`src/rtl/btn_conditioner_pkg.sv`:
```
// Shared constants, channel state encoding and sizing helper for the button conditioner.
package btn_conditioner_pkg;

    localparam int BTN_SZ             = 3;
    localparam int DB_CYCLES_DEFAULT  = 1_000_000;
    localparam int REP_DELAY_DEFAULT  = 50_000_000;
    localparam int REP_PERIOD_DEFAULT = 20_000_000;
    localparam int CNT_W_DEFAULT      = 28;

    typedef enum logic [1:0] {
        IDLE      = 2'd0,
        DEB_PRESS = 2'd1,
        HELD      = 2'd2,
        DEB_REL   = 2'd3
    } ch_state_t;

    function automatic longint unsigned max3(input longint unsigned a,
                                              input longint unsigned b,
                                              input longint unsigned c);
        longint unsigned m;
        m = (a > b) ? a : b;
        return (m > c) ? m : c;
    endfunction

endpackage

```
`src/rtl/btn_debounce_ch.sv`:
```
// One button channel: 2-FF synchroniser, debounce FSM and, when BTN_AUTOREPEAT_EN is
// defined, an auto-repeat counter active while the button is held.
//
//   state     | meaning
//   ----------+--------------------------------------------------
//   IDLE      | released and stable
//   DEB_PRESS | sync high, counting stable cycles before accepting
//   HELD      | press accepted, level high
//   DEB_REL   | sync low, counting stable cycles before release
module btn_debounce_ch
    import btn_conditioner_pkg::*;
#(
    parameter int CNT_W      = CNT_W_DEFAULT,
    parameter int DB_CYCLES  = DB_CYCLES_DEFAULT,
    parameter int REP_DELAY  = REP_DELAY_DEFAULT,
    parameter int REP_PERIOD = REP_PERIOD_DEFAULT
) (
    input  logic clk_i,
    input  logic rst_i,
    input  logic btn_i,
    output logic press_o,
    output logic level_o
);

    localparam logic [CNT_W-1:0] DB_LAST = CNT_W'(DB_CYCLES - 1);

    if (max3(DB_CYCLES, REP_DELAY, REP_PERIOD) >= (64'd1 << CNT_W)) begin : g_cnt_too_narrow
        $error("btn_debounce_ch: CNT_W too small for the configured cycle counts");
    end

    logic             meta;
    logic             sync;
    ch_state_t        state;
    ch_state_t        state_nx;
    logic [CNT_W-1:0] cnt;
    logic [CNT_W-1:0] cnt_nx;
    logic             press_nx;
    logic             level_nx;
    logic             rep_fire;

    always_ff @(posedge clk_i) begin
        if (rst_i) begin
            meta    <= 1'b0;
            sync    <= 1'b0;
            state   <= IDLE;
            cnt     <= '0;
            press_o <= 1'b0;
            level_o <= 1'b0;
        end else begin
            meta    <= btn_i;
            sync    <= meta;
            state   <= state_nx;
            cnt     <= cnt_nx;
            press_o <= press_nx;
            level_o <= level_nx;
        end
    end

    always_comb begin
        state_nx = state;
        cnt_nx   = cnt;
        press_nx = 1'b0;
        level_nx = level_o;
        unique case (state)
            IDLE: begin
                if (sync) begin
                    state_nx = DEB_PRESS;
                    cnt_nx   = '0;
                end
            end
            DEB_PRESS: begin
                if (!sync) begin
                    state_nx = IDLE;
                    cnt_nx   = '0;
                end else if (cnt == DB_LAST) begin
                    state_nx = HELD;
                    cnt_nx   = '0;
                    level_nx = 1'b1;
                    press_nx = 1'b1;
                end else begin
                    cnt_nx = cnt + CNT_W'(1);
                end
            end
            HELD: begin
                if (!sync) begin
                    state_nx = DEB_REL;
                    cnt_nx   = '0;
                end else begin
                    press_nx = rep_fire;
                end
            end
            DEB_REL: begin
                if (sync) begin
                    state_nx = HELD;
                    cnt_nx   = '0;
                end else if (cnt == DB_LAST) begin
                    state_nx = IDLE;
                    cnt_nx   = '0;
                    level_nx = 1'b0;
                end else begin
                    cnt_nx = cnt + CNT_W'(1);
                end
            end
            default: begin
                state_nx = IDLE;
                cnt_nx   = '0;
            end
        endcase
    end

`ifdef BTN_AUTOREPEAT_EN
    localparam logic [CNT_W-1:0] REP_DELAY_LAST  = CNT_W'(REP_DELAY - 1);
    localparam logic [CNT_W-1:0] REP_PERIOD_LAST = CNT_W'(REP_PERIOD - 1);

    logic [CNT_W-1:0] rcnt;
    logic [CNT_W-1:0] rcnt_nx;
    logic             rep_first;
    logic             rep_first_nx;

    always_ff @(posedge clk_i) begin
        if (rst_i) begin
            rcnt      <= '0;
            rep_first <= 1'b1;
        end else begin
            rcnt      <= rcnt_nx;
            rep_first <= rep_first_nx;
        end
    end

    // Anything other than a steady hold re-arms the long initial delay.
    always_comb begin
        rcnt_nx      = '0;
        rep_first_nx = 1'b1;
        rep_fire     = 1'b0;
        if (state == HELD && sync) begin
            rep_first_nx = rep_first;
            if (rcnt == (rep_first ? REP_DELAY_LAST : REP_PERIOD_LAST)) begin
                rep_fire     = 1'b1;
                rep_first_nx = 1'b0;
            end else begin
                rcnt_nx = rcnt + CNT_W'(1);
            end
        end
    end
`else
    assign rep_fire = 1'b0;
`endif

endmodule

```
`src/rtl/btn_conditioner.sv`:
```
// Button front-end: one independent debounce channel per button, outputs concatenated.
// Define BTN_AUTOREPEAT_EN to build the auto-repeat logic in every channel.
module btn_conditioner
    import btn_conditioner_pkg::*;
#(
    parameter int N_BTN      = BTN_SZ,
    parameter int DB_CYCLES  = DB_CYCLES_DEFAULT,
    parameter int REP_DELAY  = REP_DELAY_DEFAULT,
    parameter int REP_PERIOD = REP_PERIOD_DEFAULT,
    parameter int CNT_W      = CNT_W_DEFAULT
) (
    input  logic             clk_i,
    input  logic             rst_i,
    input  logic [N_BTN-1:0] btn_i,
    output logic [N_BTN-1:0] press_o,
    output logic [N_BTN-1:0] level_o
);

    for (genvar i = 0; i < N_BTN; i++) begin : g_ch
        btn_debounce_ch #(
            .CNT_W      (CNT_W),
            .DB_CYCLES  (DB_CYCLES),
            .REP_DELAY  (REP_DELAY),
            .REP_PERIOD (REP_PERIOD)
        ) u_ch (
            .clk_i   (clk_i),
            .rst_i   (rst_i),
            .btn_i   (btn_i[i]),
            .press_o (press_o[i]),
            .level_o (level_o[i])
        );
    end

endmodule
```
`config.mk`:
```
export PLATFORM = sky130hd
export DESIGN_NAME = btn_conditioner
export DESIGN_NICKNAME = d
export VERILOG_FILES = /design/src/rtl/btn_conditioner_pkg.sv /design/src/rtl/btn_debounce_ch.sv /design/src/rtl/btn_conditioner.sv
export SDC_FILE = /design/constraint.sdc
export NUM_CORES = 1
export LEC_CHECK = 0
export CAP_MARGIN = 20
export CORE_MARGIN = 3
export CORE_UTILIZATION = 45
export CTS_CLUSTER_DIAMETER = 40
export DETAILED_ROUTE_END_ITERATION = 6
export SLEW_MARGIN = 15
export SYNTH_ARGS = -nofsm -noshare
export SYNTH_HDL_FRONTEND = slang
export SYNTH_SLANG_ARGS = --single-unit
export TNS_END_PERCENT = 5
```
`constraint.sdc`:
```
create_clock -name clk_i -period 3.2 [get_ports clk_i]
set_input_delay 0.32 -clock clk_i [delete_from_list [all_inputs] [get_ports clk_i]]
set_output_delay 0.32 -clock clk_i [all_outputs]
set_load 0.03 [all_outputs]
```
==> results.py <==
metrics = {
    "global_route": {
        "grtUsageTotal": 0.1990,
        "grt_pass1_vias": 4495,
        "grt_overflow": 0,
        "grt_max_degree": 46,
        "grt_pass1_wl_um": 21380,
        "antenna_found_initial": 0,
    },
    "clocking": {
        "clkSlewWorstSetupHoldPaths_ps": 70,
        "post_cts_resized": 0,
        "clk-insertion-delay-late_ps": 360,
        "cts_buffers": 9,
        "hold_buffers": 0,
        "h-tree-depth": 3,
        "cts.sinks": 102,
        "cts_tree": "built",
        "cts_root_buffer": "clkbuf_16",
        "cts_setup_buffers": 0,
        "cts.path.max_buffers": 2,
    },
    "finish": {
        "num-nets-final": 652,
        "diodes": 0,
        "drive_gt1_frac": 0.05855,
        "seq_area_um2": 2042,
        "multiInputGateArea_um2": 2938,
        "fillers": 1108,
        "areaGrowthSynthToFinish_pct": 8.950,
        "layout_common_cells": "102 x dfxtp_1, 66 x nand2_1, 52 x nand3_1",
        "final_common_cell": "dfxtp_1",
    },
    "timing": {
        "tightestPinTransition_ps": 787.7,
        "drv_slew": 0,
        "min_period_ps": 2831,
        "tns_ps": 0,
        "max_freq_ghz": 0.3532,
        "finalHoldViolations": 0,
        "rsz0062_at_grt": "false",
        "max_slew_margin": 0.4749,
        "clock_skew_ps": 9.516,
        "period_share": 0.8846,
        "setup_viol_count_final": 0,
    },
    "synthesis": {
        "synth_fp_nets": 657,
        "async_reset_ff_frac": 0,
        "ys_seq_area_frac": 0.3895,
        "syn_inst": 649,
        "yosys.cell_types.count": 53,
        "synth.cell_area_um2": 5243,
        "synth_warnings": 0,
        "syn_avg_cell_area_um2": 8.078,
        "synth_top_family_by_area": "simple AND/OR/NAND/NOR gates",
        "synth-simple-area-share": 0.2995,
        "synth_top_area_cell": "dfxtp_1",
        "synth-main-ff-cell": "dfxtp_1",
        "synth_compound_area_frac": 0.2067,
        "synth-edff-count": 0,
        "synthMuxAreaShare": 0.01909,
        "synth-adder-area-share": 0.007160,
        "synth-seq-cells": 102,
        "synth_xor_xnor_area_share": 0.02673,
        "synth_area_leaders": "dfxtp_1 39%, a31oi_1 5.8%, nand3_1 5.0%",
        "synth_top_area_share": 0.3895,
    },
    "placed_design": {
        "dp_hpwl_um": 8507,
        "place_congestion": 0.8728,
        "port_buffers": 10,
    },
    "power": {
        "p_leak_nw": 1.948,
        "peakVddDrop_uv": 402.4,
        "powerDensity_nw_per_um2": 432.1,
        "power_mw": 2.468,
    },
    "floorplanning": {
        "io-pin-count": 11,
        "die_h_um": 113.9,
        "start_util": 0.4712,
        "core.rowCount": 38,
        "dieArea_um2": 12980,
        "fp.dieW_um": 113.9,
        "core_um2": 11130,
    },
    "route": {
        "wl_per_cell_um": 15.80,
        "vias": 4827,
        "dr.first_iter.drc_count": 429,
        "routed_wl_um": 12460,
        "antenna_left": 0,
        "first_pass_iters": 5,
        "viasPerCell": 6.118,
        "remaining_drc_errors": 0,
    },
    "worst_setup_path": {
        "setup.worst_path.class": "reg2reg",
        "worst_ep_required_time_ps": 3420,
        "crit_path_end_kind": "flip-flop",
        "crit_fanout": 21,
        "crit_path_start_kind": "flip-flop",
        "crit_arrival_ps": 3050,
    },
    "flow_run": {
        "cap_violations": 0,
    },
    "outcome": {
        "status": "finished, final reports clean",
    },
    "hold_path": {
        "worst_hold_path_type": "reg2reg",
    },
}
==> cell usage after synthesis (6+ instances only) <==
cell type and number:
or4_1 7, nand2_1 66, nor3_1 19, o21ai_0 29
mux2i_1 10, and3_1 20, a22o_1 12, a21oi_1 40
and4_1 11, xnor2_1 6, a31oi_1 49, nor4_1 12
buf_4 6, a41oi_1 9, xor2_1 10, nand3b_1 9
inv_1 17, nor2_1 35, nor2b_1 11, nand4_1 26
dfxtp_1 102, a21o_1 6, nand3_1 52, clkbuf_1 25
==> kinds of logic after synthesis <==
group | count (synthesis)
and+or+nand+nor | 293
AOI/OAI and AO/OA | 168
DFF | 102
buffers and inverters | 57
xor gates and xnor gates | 16
muxes | 10
adders and majority gates | 3
==> cell type report <==
cell class                 instances  share of cell area
timing repair buffer              24             0.03593
clock inverter                     7             0.01095
tap                              140             0.03067
inverter                          17             0.01117
clock buffer                       9             0.03943
multi-input combinational        490              0.5143
sequential                       102              0.3575
==> worst paths after layout <==
path         slack (ps)              endpoint  cells past startpoint                start
max reg2reg         370  g_ch[2].u_ch.cnt[27]                      7  g_ch[2].u_ch.cnt[0]
min                 440     g_ch[2].u_ch.sync                      1    g_ch[2].u_ch.meta
min reg2reg         440     g_ch[2].u_ch.sync                      1    g_ch[2].u_ch.meta
max                 370  g_ch[2].u_ch.cnt[27]                      7  g_ch[2].u_ch.cnt[0]
==> layer usage <==
layer / up-vias / global-route usage / share of wire
met5: - / 0 / 0
met4: 0 / 0.07443 / 0.0096
li1: 2433 / - / -
met1: 2302 / 0.2728 / 0.50
met2: 78 / 0.3068 / 0.45
met3: 14 / 0.04403 / 0.038
==> worst max-delay path, stage by stage (launching register included) <==
cell and delay (ps):
dfxtp_1 410, ha_1 230, nand3_1 190, or4b_1 600, or3_1 670, buf_4 330, a41oi_1 200, a31oi_1 60
==> metrics by stage <==
| stage | cells | hold slack, ps | instance area (um2) | worst slack, ps | util |
|---|---|---|---|---|---|
| final | 789 | 439.5 | 5712 | 369.1 | 0.5134 |
| after global placement | 773 | 424.1 | 5424 | 449.1 | 0.4875 |
| after floorplan | 649 | 413.8 | 5243 | 936.8 | - |
| after CTS | 789 | 446.6 | 5712 | 393.1 | 0.5134 |
| after global routing | 789 | 471.1 | 5712 | 135.7 | 0.5134 |
| after detailed placement | 773 | 427.8 | 5424 | 413.8 | 0.4875 |
==> state kept, by name (all words and copies together) (netlist names), named ones only <==
name,flops
g_ch.u_ch.cnt,84
g_ch.u_ch.level_o,3
g_ch.u_ch.meta,3
g_ch.u_ch.press_o,3
g_ch.u_ch.state,3
g_ch.u_ch.sync,3
==> power breakdown <==
group,switching [mW],internal (mW)
registers,0.00988,1.28
logic,0.0637,0.0351
clock network,0.534,0.546
total,0.608,1.86
Note: power is estimated with default switching activity, not from simulation.
